**src/rtl/sipo_deser.sv**
```systemverilog
// sipo_deser: parametrised serial-in/parallel-out deserialiser.
//
// One serial bit is accepted on each clock where din_valid is high.
// WIDTH accepted bits form one word. The finished word moves into a
// valid/ready output holding register. If that register is still full
// when the next word finishes, the new word is dropped and overrun
// pulses for one cycle.
//
// Parameters:
//   WIDTH      data word width, 2..64
//   MSB_FIRST  1: first received bit ends up in dout[WIDTH-1]
//              0: first received bit ends up in dout[0]
//
// Ports:
//   clk         rising-edge clock
//   rst         synchronous reset, active-high; highest priority
//   din_valid   din is sampled when high
//   din         serial data bit
//   clear       aborts the partial word (shift register and bit_cnt)
//   dout        word held in the output register
//   dout_valid  dout holds an unconsumed word
//   dout_ready  consumer takes dout when dout_valid && dout_ready
//   bit_cnt     number of bits collected in the current partial word
//   overrun     one-cycle pulse when a completed word is dropped
//   parity_err  (PARITY_CHECK_EN only) odd parity seen over the frame
//               now loaded in dout
//
// Optional feature macro: PARITY_CHECK_EN
//   Each frame carries WIDTH data bits followed by one even-parity bit.
//   The parity bit is checked but is never placed in dout.
module sipo_deser #(
  parameter int WIDTH     = 8,
  parameter bit MSB_FIRST = 1'b1
) (
  input  logic                       clk,
  input  logic                       rst,
  input  logic                       din_valid,
  input  logic                       din,
  input  logic                       clear,
  output logic [WIDTH-1:0]           dout,
  output logic                       dout_valid,
  input  logic                       dout_ready,
  output logic [$clog2(WIDTH+1)-1:0] bit_cnt,
  output logic                       overrun
`ifdef PARITY_CHECK_EN
  ,
  output logic                       parity_err
`endif
);

  localparam int CNT_W = $clog2(WIDTH + 1);
`ifdef PARITY_CHECK_EN
  // The extra bit index WIDTH carries the parity bit.
  localparam int LAST = WIDTH;
`else
  localparam int LAST = WIDTH - 1;
`endif

  logic [WIDTH-1:0] sreg;
  logic [WIDTH-1:0] sreg_shift;
  logic [WIDTH-1:0] candidate;
  logic             accept;
  logic             complete;
  logic             load;
  logic             drop;
  logic             consume;
  logic             shift_en;

  always_comb begin
    sreg_shift = sreg;
    if (MSB_FIRST) sreg_shift = {sreg[WIDTH-2:0], din};
    else           sreg_shift = {din, sreg[WIDTH-1:1]};
  end

  // clear wins over an accept on the same edge, so no completion can coincide with it.
  assign accept   = din_valid && !clear;
  assign complete = accept && (bit_cnt == CNT_W'(LAST));
  assign consume  = dout_valid && dout_ready;
  // The holding register is free if it is empty or being drained on this edge.
  assign load     = complete && (!dout_valid || dout_ready);
  assign drop     = complete && dout_valid && !dout_ready;

`ifdef PARITY_CHECK_EN
  // The parity bit is only checked. It is not shifted into the data register.
  assign shift_en  = accept && !complete;
  assign candidate = sreg;
`else
  assign shift_en  = accept;
  assign candidate = sreg_shift;
`endif

  always_ff @(posedge clk) begin
    if (rst) begin
      sreg       <= '0;
      bit_cnt    <= '0;
      dout       <= '0;
      dout_valid <= 1'b0;
      overrun    <= 1'b0;
    end else begin
      if (clear) begin
        sreg    <= '0;
        bit_cnt <= '0;
      end else if (din_valid) begin
        if (shift_en) sreg <= sreg_shift;
        bit_cnt <= complete ? '0 : bit_cnt + CNT_W'(1);
      end

      if (load) begin
        dout       <= candidate;
        dout_valid <= 1'b1;
      end else if (consume) begin
        dout_valid <= 1'b0;
      end

      overrun <= drop;
    end
  end

`ifdef PARITY_CHECK_EN
  always_ff @(posedge clk) begin
    if (rst)       parity_err <= 1'b0;
    else if (load) parity_err <= ^{sreg, din};
  end
`endif

endmodule
```
**config.mk**
```make
export PLATFORM = sky130hd
export DESIGN_NAME = sipo_deser
export DESIGN_NICKNAME = d
export VERILOG_FILES = /design/src/rtl/sipo_deser.sv
export SDC_FILE = /design/constraint.sdc
export NUM_CORES = 1
export LEC_CHECK = 0
export BUFFER_PORTS_ARGS = -buffer_cell sky130_fd_sc_hd__clkbuf_2
export CAP_MARGIN = 10
export CORE_UTILIZATION = 45
export DETAILED_ROUTE_END_ITERATION = 8
export GPL_TIMING_DRIVEN = 1
export PLACE_DENSITY = 0.7
export SLEW_MARGIN = 20
export SYNTH_ARGS = -nofsm -noshare
export SYNTH_HDL_FRONTEND = slang
export SYNTH_SLANG_ARGS = --single-unit
```
**constraint.sdc**
```tcl
create_clock -name clk -period 1.5 [get_ports clk]
set_input_delay 0.225 -clock clk [delete_from_list [all_inputs] [get_ports clk]]
set_output_delay 0.225 -clock clk [all_outputs]
set_load 0.01 [all_outputs]
```
==> results of run 1 <==
[layer usage]
layer	track usage	routed length (µm)	vias up
li1	-	-	323
met1	0.231	695	272
met2	0.237	660	10
met3	0.0238	46	0
met4	0.0529	0	0
met5	0	0	-
[placed cells by master (no fill, tap or decap), drive strengths merged]
cell type and count:
buf 6, dfxtp 21, or2 2, ha 1
nor3b 1, xor2 2, nor3 3, a21oi 1
clkinv 1, nand2 2, nand2b 17, nor2 10
xnor2 1, clkbuf 22, mux2i 16, or3b 1
nand4 1
[state kept, by name, indices dropped and copies added, names as in the netlist]
register,count
bit_cnt,4
dout,8
dout_valid,1
overrun,1
sreg,7
[cells by family after synthesis]
| kind of cell | share of synthesized area |
|---|---|
| AND/OR/NAND/NOR | 0.243 |
| buffers and inverters | 0.0320 |
| XOR/XNOR | 0.0305 |
| multiplexers | 0.186 |
| flip-flops | 0.488 |
| AO/OA/AOI/OAI | 0.00581 |
| adder cells (fa/ha/maj) | 0.0145 |
[how the worst max path moves through the flow]
| stage | cells past startpoint | endpoint |
|---|---|---|
| after global placement | 5 | dout[3]$_SDFFE_PP0P_ |
| after CTS | 5 | dout[7]$_SDFFE_PP0P_ |
| after floorplan | 5 | dout[0]$_SDFFE_PP0P_ |
| after detailed placement | 5 | dout[4]$_SDFFE_PP0P_ |
| after global routing | 5 | dout[6]$_SDFFE_PP0P_ |
| final | 5 | dout[7]$_SDFFE_PP0P_ |
[per-stage QoR]
stage | cells | setup WS [ns] | TNS, ns
final | 133 | 0.0142 | 0
after global routing | 133 | -0.0810 | -0.390
after CTS | 132 | 0.0127 | 0
after detailed placement | 127 | -0.0432 | -0.253
after global placement | 127 | 0.00510 | 0
after floorplan | 84 | 0.0113 | 0
[critical path: cells and delay by family (launching register included)]
family        cells  cell delay, ns
simple gates      2            0.56
mux               1            0.18
buf+inv           1            0.17
fa+ha+maj         1            0.14
flops             1            0.37
[cell type report]
type	count	share of cell area
repair buffers	25	0.136
clock buffers	3	0.0213
multi-input cells	58	0.408
well taps	25	0.0296
flip-flops and latches	21	0.400
clock inverters	1	0.00474
[repair_timing]
item	in CTS	in global routing
setup endpoints to repair	8	10
pin swaps	1	1
hold buffers	0	0
buffers inserted	1	1
resized for setup	3	1
[power by group]
| group | leakage [nW] | switching (mW) | internal (mW) | total [mW] |
|---|---|---|---|---|
| Combinational | 0.233 | 0.0252 | 0.0269 | 0.0520 |
| Clock | 0.0177 | 0.163 | 0.0991 | 0.262 |
| Sequential | 0.170 | 0.00293 | 0.561 | 0.564 |
==> results_dict.tcl, run 1 <==
set metrics [dict create \
    peakVddDrop_mv 0.641 \
    min_period_over_period 0.991 \
    startpoint "bit_cnt[0]$_SDFFE_PP0P_" \
    syn2layout_area_growth_pct 22.7 \
    clock.fmax_ghz 0.673 \
    grt_pass1_vias 559 \
    grt_max_degree 20 \
    root_buffer "clkbuf_4" \
    htree_num_levels 1 \
    hold_start "din" \
    cts_sinks 21 \
    cp_data_required_time_ns 1.73 \
    crit_fanout 8 \
    syn_avg_cell_area_um2 10.2 \
    syn-num-nets 91 \
    yosys.area.top_type "dfxtp_1" \
    drc 0 \
    r2r-start "bit_cnt[0]$_SDFFE_PP0P_" \
    grt-ovfl-total 0 \
    post-route-util 0.599 \
    min_to "dout[0]$_SDFFE_PP0P_" \
    drt-vias-per-instance 4.55 \
    fin_nets 116 \
    wl_per_cell_um 10.5 \
    ff2ff_path_depth 5 \
    die_h_um 45.7 \
    period_minus_slack_ns 1.49 \
    synth_cell_types 18 \
    synth_edf_count 0 \
    fin_skew_ns 0.00650 \
    ys_seq_elements 21 \
    drv_slew 0 \
    final_antenna_net_count 0 \
    yosysSeqAreaShare 0.488 \
    synth_most_common_cell "dfxtp_1" \
    multi_input_area_um2 430 \
    yosysWarnings 0 \
    power_density_mw_per_mm2 831 \
    p_leak_nw 0.421 \
    worst_pin_slew_ns 0.267 \
    num_vias 605 \
    die_area_mm2 0.00209 \
    r2r_end "dout[7]$_SDFFE_PP0P_" \
    dr.pass1.iters 4 \
    crit_path_end_kind "register" \
    rows 15 \
    hold_slack_ns 0.183 \
    start_kind "register" \
    synth_top_area_frac 0.488 \
    tritoncts "yes" \
    initial_core_util 0.488 \
    nFillCells 178 \
    crit_chain "ha_4, or3b_4, nor3b_2, buf_6, mux2i_1" \
    globalplace.congestion 0.747 \
    clockBufferDepth 2 \
    yosys-top-cells-area "dfxtp_1 (49%), mux2i_1 (19%), nand2b_1 (12%)" \
    synthesis.area_um2 861 \
    r2r_setup_slack_ns 0.01 \
    power_mw 0.878 \
    clk_transition_reported_paths_ns 0.12 \
    outcome "completed" \
    grt_pass1_wl_um 2390 \
    whs_path_depth 3 \
    die_w_um 45.7 \
    rsz0062_at_grt "yes" \
    drt-total-wl_um 1400 \
    antenna_found_initial 0 \
    finalSetupViolCount 0 \
    clkLatencyLatePin_ns 0.29 \
    n_antenna_cell 0 \
    port_buffers 19 \
    slowest_delay_ns 0.38 \
    synthTopCellsByCount "dfxtp_1 (21), nand2b_1 (17), mux2i_1 (16)" \
    hp-class "primary input to register" \
    relSlewSlack 0.822 \
    hold_viol 0 \
    netlist_instances 84 \
    core_area_mm2 0.00176 \
    drtIter0Drc 8 \
    grt_use_total 0.158 \
    slowest_stage "or3b_4" \
    synthFlopType "dfxtp_1" \
    dp_hpwl_um 995 \
    drv_cap 0 \
    worst-setup-path-type "register to register" \
    final_area_mm2 0.00106 \
    ioPinCount 20 \
    drive_above_1_share 0.333 \
    placed_area_um2 992 \
    ff_latch_area_um2 423 \
    numCtsBuffers 3 \
    cp.arrival_ns 1.71 \
    async_flop_share 0 \
]
No activity file was read; power rests on OpenSTA's default activity.
==> inputs of run 2 (changes only) <==
Settings changed: CELL_PAD_IN_SITES_DETAIL_PLACEMENT set to 0, CELL_PAD_IN_SITES_GLOBAL_PLACEMENT set to 1, CORE_ASPECT_RATIO set to 1.5, CORE_UTILIZATION 45 to 35, PLACE_DENSITY 0.7 to 0.71.
==> run 2 against run 1 <==
Effect of this change: register-to-register slack hardly changed; worst setup slack got worse by 0.0016 ns; worst hold slack got worse by 0.0084 ns; power is 0.65% higher; core utilization down 14 points; sequential share of layout area increased by 0.58 points; first-iteration DRC count down 38%; clock power rose by 3%; critical path depth did not move; flip-flop and latch count is the same; clock skew rose by 0.00090 ns; final area down 1.4%.
==> results_dict.tcl, run 2 (synthesis results as in run 1) <==
set metrics [dict create \
    hold_slack_ns 0.174 \
    grt_pass1_wl_um 2340 \
    setup_ws_ns 0.0125 \
    drt-total-wl_um 1380 \
    drv_slew 0 \
    rows 21 \
    clkLatencyLatePin_ns 0.30 \
    initial_core_util 0.377 \
    outcome "completed" \
    clk_transition_reported_paths_ns 0.12 \
    drc 0 \
    htree_num_levels 1 \
    worst_pin_slew_ns 0.260 \
    hold_viol 0 \
    crit_fanout 8 \
    die_h_um 62.7 \
    grt_pass1_vias 553 \
    regMostFlops "dout" \
    rsz0062_at_grt "yes" \
    core_area_mm2 0.00229 \
    tns_ns 0 \
    largest_register_ffs 8 \
    finalSetupViolCount 0 \
    fin_nets 115 \
    cts_hold_buf 0 \
    drive_above_1_share 0.318 \
    drv_cap 0 \
    start_kind "register" \
    dr.pass1.iters 4 \
    worst-setup-path-type "register to register" \
    min_period_over_period 0.992 \
    crit_chain "ha_4, or3b_4, nor3b_2, buf_6, mux2i_1" \
    grt-ovfl-total 0 \
    port_buffers 19 \
    cp_data_required_time_ns 1.74 \
    num_vias 582 \
    ioPinCount 20 \
    drt-vias-per-instance 4.48 \
    clockBufferDepth 2 \
    die_w_um 42.5 \
    numCtsBuffers 3 \
    final_antenna_net_count 0 \
    slowest_delay_ns 0.37 \
    drtIter0Drc 5 \
    syn2layout_area_growth_pct 20.9 \
    peakVddDrop_mv 0.408 \
    wl_per_cell_um 10.6 \
    cts_sinks 21 \
    reg_top3 "dout: 8 flops, sreg: 7 flops, bit_cnt: 4 flops" \
    cp.arrival_ns 1.73 \
    die_area_mm2 0.00267 \
    hp-class "primary input to register" \
    period_minus_slack_ns 1.49 \
    dpl_worst_slack_ns -0.0161 \
    tritoncts "yes" \
    clock.fmax_ghz 0.672 \
    antenna_found_initial 0 \
    fin_skew_ns 0.00740 \
    power_density_mw_per_mm2 849 \
    crit_path_end_kind "register" \
    grt_max_degree 20 \
    grt_use_total 0.112 \
    relSlewSlack 0.826 \
    final_cell_mix "dfxtp_1 (19), clkbuf_2 (19), nand2b_1 (17), mux2i_1 (16), nor2_1 (10)" \
    globalplace.congestion 0.620 \
    p_leak_nw 0.416 \
    n_antenna_cell 0 \
    root_buffer "clkbuf_4" \
    slowest_stage "dfxtp_2" \
]
run 2: worst paths after layout:
path                                to  cells after the start                     from  slack [ns]
setup / recovery  dout[0]$_SDFFE_PP0P_                      5  bit_cnt[0]$_SDFFE_PP0P_        0.01
hold / removal    sreg[0]$_SDFFE_PP0P_                      3                      din        0.17
setup reg to reg  dout[0]$_SDFFE_PP0P_                      5  bit_cnt[0]$_SDFFE_PP0P_        0.01
hold reg to reg   dout[5]$_SDFFE_PP0P_                      2     dout[5]$_SDFFE_PP0P_        0.48
run 2: stage by stage:
stage | total power, mW | cells | area [µm²] | util
final | 0.883 | 130 | 1040 | 0.455
after global routing | 0.918 | 130 | 1040 | 0.455
after CTS | 0.901 | 130 | 1040 | 0.455
after detailed placement | 0.627 | 125 | 990 | 0.433
after global placement | 0.626 | 125 | 990 | 0.433
after floorplan | 0.610 | 84 | 863 | -
run 2: what timing repair did:
item,in CTS,in global routing
setup buffers,1,0
resized for setup,3,0
endpoints found under the setup margin,8,10
pin swaps,1,2
run 2: cell type report:
type	count	area [µm²]
clock buffer	3	22.5
clock inverter	1	5.00
fill	241	1240
multi-input combinational	58	425
sequential	21	423
tap	23	28.8
timing repair buffer	24	136
run 2: power by group:
part           switching (mW)  leakage, nW  internal (mW)
Clock                   0.169       0.0177         0.0994
Combinational          0.0243        0.228         0.0266
Sequential            0.00303        0.170          0.561
run 2: per-layer routing:
| layer | share of wire | vias to the layer above | track usage | routed length [µm] |
|---|---|---|---|---|
| met5 | 0 | - | 0 | 0 |
| met4 | 0.013 | 0 | 0.0703 | 18 |
| met3 | 0.030 | 2 | 0.0173 | 42 |
| met2 | 0.48 | 11 | 0.177 | 657 |
| met1 | 0.48 | 251 | 0.139 | 661 |
| li1 | - | 318 | - | - |
run 2: worst max-delay path, delay by kind of cell (launching register included):
kind                       cells  cell delay [ns]
DFF                            1             0.37
adders and majority gates      1             0.13
and+or+nand+nor                2             0.55
buffers and inverters          1             0.17
muxes                          1             0.19
==> inputs of run 3 (changes only) <==
Settings changed: CORE_MARGIN set to 4.
==> run 3 against run 2 <==
Effect of this change: combinational power is 5.1% higher; final cell count increased by 1.5%; largest power group unchanged; sequential share of layout area fell by 0.53 points; the flow now finishes with violations (negative setup slack); wire length grew 4.6%.
==> results_dict.tcl, run 3 (synthesis results as in run 1) <==
set metrics [dict create \
    ff2ff_path_depth 5 \
    min_period_over_period 1.00 \
    drive_above_1_share 0.321 \
    power_mw 0.890 \
    cp.arrival_ns 1.74 \
    clk_transition_reported_paths_ns 0.12 \
    final_cell_mix "dfxtp_1 (19), clkbuf_2 (19), nand2b_1 (17), mux2i_1 (16), nor2_1 (10)" \
    initial_core_util 0.377 \
    die_w_um 48.5 \
    fin_skew_ns 0.00789 \
    numCtsBuffers 3 \
    num_vias 602 \
    die_h_um 68.7 \
    critPathBufInv 1 \
    crit_path_end_kind "register" \
    core_area_mm2 0.00229 \
    outcome "complete, but fails checks" \
    reg_top3 "dout: 8 flops, sreg: 7 flops, bit_cnt: 4 flops" \
    hold_start "din" \
    clockBufferDepth 2 \
    drv_slew 0 \
    worst_pin_slew_ns 0.262 \
    p_leak_nw 0.424 \
    r2r-start "bit_cnt[0]$_SDFFE_PP0P_" \
    start_kind "register" \
    grt_max_degree 20 \
    globalplace.congestion 0.668 \
    critPathTopFamily "simple AND/OR/NAND/NOR gates" \
    slowest_stage "dfxtp_2" \
    r2r_setup_slack_ns -0.003 \
    post-route-util 0.461 \
    cp_data_required_time_ns 1.74 \
    slowest_delay_ns 0.38 \
    crit_fanout 8 \
    relSlewSlack 0.825 \
    drv_cap 0 \
    largest_register_ffs 8 \
    port_buffers 19 \
    antenna_found_initial 0 \
    root_buffer "clkbuf_4" \
    rows 21 \
    grt_pass1_vias 603 \
    grt_pass1_wl_um 2600 \
    hp-class "primary input to register" \
    htree_num_levels 1 \
    worst-setup-path-type "register to register" \
    rsz0062_at_grt "yes" \
    drc 0 \
    regMostFlops "dout" \
    crit_chain "ha_4, or3b_4, nor3b_2, buf_6, mux2i_1" \
    cts_sinks 21 \
    r2r_end "dout[3]$_SDFFE_PP0P_" \
    tritoncts "yes" \
    grt-ovfl-total 0 \
    drt-total-wl_um 1440 \
    grt_use_total 0.0986 \
    dr.pass1.iters 2 \
    power_density_mw_per_mm2 844 \
    clock.fmax_ghz 0.665 \
    setup_ws_ns -0.00284 \
    tns_ns -0.00284 \
    min_to "dout[0]$_SDFFE_PP0P_" \
    drt-vias-per-instance 4.56 \
    n_antenna_cell 0 \
    period_minus_slack_ns 1.50 \
    die_area_mm2 0.00333 \
    clkLatencyLatePin_ns 0.31 \
    wl_per_cell_um 10.9 \
    hold_viol 0 \
    dpl_worst_slack_ns -0.00517 \
    dp_hpwl_um 1060 \
    syn2layout_area_growth_pct 22.5 \
    drtIter0Drc 10 \
    ioPinCount 20 \
    whs_path_depth 3 \
    finalSetupViolCount 1 \
    final_antenna_net_count 0 \
    violations "negative setup slack" \
    fin_nets 117 \
    peakVddDrop_mv 0.518 \
]
-- run 3: worst max path at each step --
stage / slack, ns / depth (start not counted) / end / startpoint
finish: -0.003 / 5 / dout[3]$_SDFFE_PP0P_ / bit_cnt[0]$_SDFFE_PP0P_
floorplan: 0.01 / 5 / dout[0]$_SDFFE_PP0P_ / bit_cnt[0]$_SDFFE_PP0P_
global placement: 0.01 / 5 / dout[2]$_SDFFE_PP0P_ / bit_cnt[0]$_SDFFE_PP0P_
CTS: 0.004 / 5 / dout[3]$_SDFFE_PP0P_ / bit_cnt[1]$_SDFFE_PP0P_
detailed placement: -0.005 / 5 / dout[4]$_SDFFE_PP0P_ / bit_cnt[0]$_SDFFE_PP0P_
global route: -0.11 / 5 / dout[7]$_SDFFE_PP0P_ / bit_cnt[1]$_SDFFE_PP0P_
-- run 3: repair_timing --
action / in CTS / in global routing
pin swaps: 2 / 3
endpoints found under the setup margin: 8 / 10
hold buffers: 0 / 0
resized for setup: 2 / 1
buffers inserted: 2 / 1
-- run 3: layout make-up --
| type | instances | area, µm² |
|---|---|---|
| Sequential cell | 21 | 423 |
| Clock buffer | 4 | 26.3 |
| Timing Repair Buffer | 26 | 151 |
| Multi-Input combinational cell | 58 | 425 |
| Fill cell | 243 | 1230 |
| Tap cell | 23 | 28.8 |
-- run 3: worst min-delay path, cell delays in order --
cell and delay, ns:
clkbuf_2 0.09, nand2b_1 0.06, mux2i_1 0.06
-- run 3: per-stage QoR --
step / instance area, µm² / hold slack, ns / instances
2_1_floorplan: 863 / 0.372 / 84
3_3_place_gp: 990 / 0.464 / 125
3_5_place_dp: 990 / 0.462 / 125
4_1_cts: 1040 / 0.164 / 131
5_1_grt: 1050 / 0.179 / 132
6_report: 1050 / 0.169 / 132
-- run 3: per-layer routing --
| layer | vias to the layer above | wire [µm] | GRT usage |
|---|---|---|---|
| li1 | 326 | - | - |
| met1 | 261 | 684 | 0.115 |
| met2 | 13 | 668 | 0.162 |
| met3 | 2 | 56 | 0.0194 |
| met4 | 0 | 31 | 0.0707 |
| met5 | - | 0 | 0 |
-- run 3: report_power, final --
| part | internal, mW | switching (mW) |
|---|---|---|
| combinational | 0.0283 | 0.0252 |
| clock | 0.104 | 0.169 |
| sequential | 0.561 | 0.00294 |
| total | 0.693 | 0.197 |
